--- src/rtl/jsv_pkg.sv ---
// Shared fractal-display constants and the bitmap reader state encoding.
package jsv_pkg;

  localparam int H_PIXELS_DEFAULT = 640;
  localparam int V_PIXELS_DEFAULT = 480;
  localparam int BITMAP_ADDR_W    = 23;

  typedef enum logic [2:0] {
    IDLE,
    FETCH,
    REQ,
    DRAIN,
    DONE
  } bitmap_reader_state_t;

endpackage

--- src/rtl/bitmap_fifo.sv ---
// Show-ahead 8-bit FIFO with flush; head visible combinationally from registered storage, 0 when empty.
// Push when full and pop when empty are ignored; flush overrides push and pop.
module bitmap_fifo #(
  parameter int FIFO_DEPTH = 16
) (
  input  logic                        clk,
  input  logic                        rst_n,
  input  logic                        flush,
  input  logic                        push,
  input  logic [7:0]                  din,
  input  logic                        pop,
  output logic [7:0]                  dout,
  output logic [$clog2(FIFO_DEPTH):0] count,
  output logic                        empty,
  output logic                        full
);

  localparam int AW = $clog2(FIFO_DEPTH);
  localparam int CW = AW + 1;

  logic [7:0]    mem [FIFO_DEPTH];
  logic [AW-1:0] wr_ptr;
  logic [AW-1:0] rd_ptr;
  logic          do_push;
  logic          do_pop;

  assign empty   = (count == '0);
  assign full    = (count == CW'(FIFO_DEPTH));
  assign do_push = push && !full;
  assign do_pop  = pop && !empty;
  assign dout    = empty ? 8'h00 : mem[rd_ptr];

  always_ff @(posedge clk) begin
    if (!rst_n || flush) begin
      wr_ptr <= '0;
      rd_ptr <= '0;
      count  <= '0;
    end else begin
      if (do_push) wr_ptr <= wr_ptr + 1'b1;
      if (do_pop)  rd_ptr <= rd_ptr + 1'b1;
      count <= count + CW'(do_push) - CW'(do_pop);
    end
  end

  always_ff @(posedge clk) begin
    if (do_push) mem[wr_ptr] <= din;
  end

endmodule

--- src/rtl/bitmap_reader.sv ---
// Raster-order SDRAM pixel prefetcher feeding the VGA colour stage; one read in flight, GRAB one cycle after issue.
// Issues only with FIFO room and the writer off the bridge; BITMAP_READER_STATS_EN adds UNDERFLOW_CNT.
module bitmap_reader
  import jsv_pkg::*;
#(
  parameter int                H_PIXELS   = H_PIXELS_DEFAULT,
  parameter int                V_PIXELS   = V_PIXELS_DEFAULT,
  parameter int                FIFO_DEPTH = 16,
  parameter int                ADDR_W     = BITMAP_ADDR_W,
  parameter logic [ADDR_W-1:0] BASE_ADDR  = '0
) (
  input  logic              CLK,
  input  logic              RESET_N,
  input  logic              FRAME_START,
  input  logic              WR_BUSY,
  input  logic              PIX_POP,
  output logic [7:0]        PIX_DATA,
  output logic              PIX_VALID,
  output logic [ADDR_W-1:0] SDRAM_ADDR,
  output logic              SDRAM_GRAB,
  input  logic              SDRAM_ACK,
  input  logic [7:0]        BITMAP_INTENSITY,
  output logic              FRAME_DONE,
`ifdef BITMAP_READER_STATS_EN
  output logic [15:0]       UNDERFLOW_CNT,
  output logic              UNDERFLOW
`else
  output logic              UNDERFLOW
`endif
);

  localparam int TOTAL = H_PIXELS * V_PIXELS;
  localparam int PW    = $clog2(TOTAL + 1);
  localparam int CW    = $clog2(FIFO_DEPTH) + 1;

  bitmap_reader_state_t state_q, state_d;

  logic [PW-1:0] pix_cnt;
  logic [CW-1:0] fifo_count;
  logic          fifo_empty;
  logic          fifo_full;
  logic          unused_full;
  logic          fifo_push;
  logic          issue;

  assign unused_full = fifo_full;
  assign PIX_VALID   = !fifo_empty;

  bitmap_fifo #(
    .FIFO_DEPTH(FIFO_DEPTH)
  ) u_fifo (
    .clk  (CLK),
    .rst_n(RESET_N),
    .flush(FRAME_START),
    .push (fifo_push),
    .din  (BITMAP_INTENSITY),
    .pop  (PIX_POP),
    .dout (PIX_DATA),
    .count(fifo_count),
    .empty(fifo_empty),
    .full (fifo_full)
  );

  always_comb begin
    state_d   = state_q;
    fifo_push = 1'b0;
    issue     = 1'b0;
    unique case (state_q)
      IDLE, DONE: if (FRAME_START) state_d = FETCH;
      FETCH: begin
        if (!FRAME_START && (fifo_count < CW'(FIFO_DEPTH)) && !WR_BUSY) begin
          state_d = REQ;
          issue   = 1'b1;
        end
      end
      REQ: begin
        // A new frame orphans the outstanding read; it is still completed, then dropped.
        if (FRAME_START) begin
          state_d = SDRAM_ACK ? FETCH : DRAIN;
        end else if (SDRAM_ACK) begin
          fifo_push = 1'b1;
          state_d   = (pix_cnt == PW'(TOTAL - 1)) ? DONE : FETCH;
        end
      end
      DRAIN: if (SDRAM_ACK) state_d = FETCH;
      default: state_d = IDLE;
    endcase
  end

  always_ff @(posedge CLK) begin
    if (!RESET_N) begin
      state_q    <= IDLE;
      pix_cnt    <= '0;
      SDRAM_ADDR <= BASE_ADDR;
      SDRAM_GRAB <= 1'b0;
      FRAME_DONE <= 1'b0;
      UNDERFLOW  <= 1'b0;
    end else begin
      state_q    <= state_d;
      SDRAM_GRAB <= (state_d == REQ) || (state_d == DRAIN);
      FRAME_DONE <= (state_d == DONE);
      // Address is latched at issue so it stays put through a drain.
      if (issue) SDRAM_ADDR <= BASE_ADDR + ADDR_W'(pix_cnt);
      if (FRAME_START)    pix_cnt <= '0;
      else if (fifo_push) pix_cnt <= pix_cnt + 1'b1;
      if (FRAME_START)                UNDERFLOW <= 1'b0;
      else if (PIX_POP && fifo_empty) UNDERFLOW <= 1'b1;
    end
  end

`ifdef BITMAP_READER_STATS_EN
  always_ff @(posedge CLK) begin
    if (!RESET_N || FRAME_START) begin
      UNDERFLOW_CNT <= '0;
    end else if (PIX_POP && fifo_empty && (UNDERFLOW_CNT != 16'hFFFF)) begin
      UNDERFLOW_CNT <= UNDERFLOW_CNT + 1'b1;
    end
  end
`endif

endmodule

--- config.mk ---
export PLATFORM = sky130hd
export DESIGN_NAME = bitmap_reader
export DESIGN_NICKNAME = d
export VERILOG_FILES = /design/src/rtl/jsv_pkg.sv /design/src/rtl/bitmap_fifo.sv /design/src/rtl/bitmap_reader.sv
export SDC_FILE = /design/constraint.sdc
export NUM_CORES = 1
export LEC_CHECK = 0
export CAP_MARGIN = 20
export CORE_MARGIN = 2
export CORE_UTILIZATION = 60
export CTS_CLUSTER_DIAMETER = 40
export DETAILED_ROUTE_END_ITERATION = 7
export GPL_ROUTABILITY_DRIVEN = 0
export GPL_TIMING_DRIVEN = 1
export PLACE_DENSITY = 0.91
export SKIP_CTS_REPAIR_TIMING = 1
export SLEW_MARGIN = 20
export SYNTH_ARGS = -nofsm -noshare
export SYNTH_HDL_FRONTEND = slang
export SYNTH_SLANG_ARGS = --single-unit
--- constraint.sdc ---
create_clock -name CLK -period 5.4 [get_ports CLK]
set_input_delay 0.54 -clock CLK [delete_from_list [all_inputs] [get_ports CLK]]
set_output_delay 0.54 -clock CLK [all_outputs]
set_load 0.02 [all_outputs]
==> metrics.cfg <==
[outcome]
status = completed

[worst_setup_path]
critical_path_required_ns = 4.86
end_kind = primary output
crit_chain = buf_4, mux4_2, mux2_2, o21ai_0, a21oi_1, clkdlybuf4s50_1
cp-start-kind = flip-flop
critical-path-top-delay-family = buffers and inverters
critPathMaxStageDelay_ns = 1.00
worstPathArrival_ns = 3.63
rr_worst_depth = 14
timing.rr.start = u_fifo.count[2]$_SDFF_PP0_
path_max_fanout = 18
path_depth = 6
crit_slowest_cell = dfxtp_1
crit_buf_inv = 2
crit_type = reg2out

[synth]
ys_ff_latch = 189
synth_area_um2 = 7700
ys_warn_count = 0
synthCells = 513
ys_async_sr_fraction_pct = 0
synth-edff-count = 128
ys_seq_area_share_pct = 65.8
synth-main-ff-cell = edfxtp_1
yosysUniqueCellTypes = 48
syn_area_per_cell_um2 = 15.0

[placed_design]
portBuffers = 44
dp_hpwl_mm = 9.82
dpl.cell_count = 701
dp_slack_ns = 1.78

[floorplan]
core.rowCount = 41
io-pin-count = 49
dieArea_um2 = 13800
fp.coreArea_um2 = 12600
die_w_um = 117
start_util_pct = 61.3
die_h_um = 117

[cts]
clk_pin_slew_ns = 0.06
clock-root-buffer = clkbuf_16
htree_num_levels = 4
cts_buffers = 17
cts_tree = yes
clk-insertion-delay-late_ns = 0.43
cts.path.max_buffers = 2
cts.sinks = 189

[timing]
fin_ws_ns = 1.23
rsz0062_at_grt = no
tightest_slew_ns = 1.03
finalMaxSlewViolations = 0
maxSlewHeadroom_pct = 31.5
hold_violations = 0
layout_min_cycle_time_ns = 4.17
clock_skew_ns = 0.0105
clock.fmax_ghz = 0.240
timing.final.crit_share_pct = 77.2
finalSetupTns_ns = 0
setup_viol = 0

[power_and_ir_drop]
vdd_drop_max_uv = 288
p_leak_nw = 2.87
powerDensity_nw_per_um2 = 373

[grt]
grt_pass1_vias = 4459
overflow = 0
grtUsageTotal_pct = 25.0
antenna_found_initial = 0
grt_max_degree = 25
grt_pass1_wl_mm = 24.6

[routing]
drc = 0
routedWlPerCell_um = 21.7
dr.pass1.iters = 5
final_antenna_net_count = 0
vias = 4406
routed_wl_mm = 15.9
drt-initial-drc-count = 383
routed_via_density = 6.02

[final_layout]
final_cell_mix = edfxtp_1 (128), dfxtp_1 (60), clkdlybuf4s50_1 (44)
synthToLayoutAreaGrowth_pct = 14.2
final_cells = 732
fill_cells = 807
diodes = 0
finish.utilization_pct = 70.0
fin_nets = 575
final_common_cell = edfxtp_1
drive_gt1_share_pct = 13.9

[min_path]
hp-start = UNDERFLOW$_SDFFE_PP0P_
hp-class = reg2reg
hold_depth = 2

[job]
drv_cap = 0

-- worst min-delay path, delay by kind of cell, from the launching register on --
kind / cells / cell delay (ns)
flip-flops: 1 / 0.33
AO/OA/AOI/OAI: 1 / 0.05
AND/OR/NAND/NOR: 1 / 0.07
-- logic make-up (layout without fill, tap and decap cells) --
| family | Yosys count | count (layout) | synth area share, % |
|---|---|---|---|
| compound gates | 47 | 47 | 3.41 |
| xor+xnor | 18 | 18 | 2.05 |
| fa+ha+maj | 13 | 13 | 2.21 |
| buf+inv | 47 | 91 | 2.89 |
| flops | 189 | 189 | 65.8 |
| mux | 69 | 69 | 14.3 |
| other cells | 1 | 4 | 0.0487 |
| simple gates | 129 | 129 | 9.33 |
-- flip-flops by register name, summed over array words and instances, names as in the netlist, named ones only --
name	count
u_fifo.count	5
u_fifo.rd_ptr	4
u_fifo.wr_ptr	4
pix_cnt	19
state_q	3
FRAME_DONE	1
UNDERFLOW	1
u_fifo.mem	128
SDRAM_GRAB	1
SDRAM_ADDR	19
-- metrics by stage --
| step | instance area [um2] | power [mW] | hold WS, ns |
|---|---|---|---|
| floorplan | 7710 | 1.94 | 0.451 |
| global placement | 8220 | 2.09 | 0.456 |
| detailed placement | 8220 | 2.11 | 0.466 |
| CTS | 8770 | 3.29 | 0.486 |
| global route | 8790 | 3.39 | 0.526 |
| finish | 8790 | 3.28 | 0.485 |
-- per-layer routing --
metal / track usage (%) / share of wire, % / vias up
li1: - / - / 1993
met4: 9.80 / 2.6 / 0
met2: 42.7 / 52 / 156
met3: 5.36 / 4.5 / 30
met5: 0 / 0 / -
met1: 31.5 / 41 / 2227
-- synthesized netlist by cell type, types with 3 or more instances --
| library cell | n | area [um2] |
|---|---|---|
| nand4_1 | 4 | 25.0 |
| xor2_1 | 9 | 78.8 |
| xnor2_1 | 9 | 78.8 |
| nand3_1 | 10 | 50.1 |
| mux2i_1 | 29 | 290 |
| or4_1 | 6 | 45.0 |
| nor3_1 | 8 | 40.0 |
| nor2_1 | 33 | 124 |
| mux4_2 | 32 | 721 |
| nand2_1 | 16 | 60.1 |
| ha_1 | 12 | 150 |
| dfxtp_1 | 61 | 1220 |
| edfxtp_1 | 128 | 3840 |
| and4_1 | 3 | 26.3 |
| nand2b_1 | 4 | 25.0 |
| o21ai_0 | 13 | 65.1 |
| o31ai_1 | 6 | 45.0 |
| or3_1 | 4 | 25.0 |
| buf_4 | 4 | 30.0 |
| a21oi_1 | 24 | 120 |
| mux2_2 | 8 | 90.1 |
| inv_1 | 13 | 48.8 |
| nor2b_1 | 20 | 125 |
| buf_2 | 11 | 55.1 |
| clkbuf_1 | 13 | 48.8 |
| nor4_1 | 3 | 18.8 |
-- worst paths after layout --
| kind | slack (ns) | endpoint |
|---|---|---|
| max | 1.23 | PIX_DATA[2] |
| min | 0.48 | UNDERFLOW$_SDFFE_PP0P_ |
| max reg2reg | 2.12 | u_fifo.count[4]$_SDFF_PP0_ |
| min reg2reg | 0.48 | UNDERFLOW$_SDFFE_PP0P_ |
-- layout make-up --
cell class                      count  area, um2  share of cell area, %
Clock inverter                     11        119                   1.35
Sequential cell                   189       5070                   57.6
Multi-Input combinational cell    280       2440                   27.8
Clock buffer                       20        437                   4.97
Inverter                           13       48.8                  0.555
Timing Repair Buffer               47        463                   5.26
Tap cell                          172        215                   2.45
-- power breakdown --
part	internal, mW	switching, mW
clock network	0.676	0.512
logic	0.227	0.289
registers	1.56	0.0136
total	2.46	0.815
Note: power is estimated with default switching activity, not from simulation.
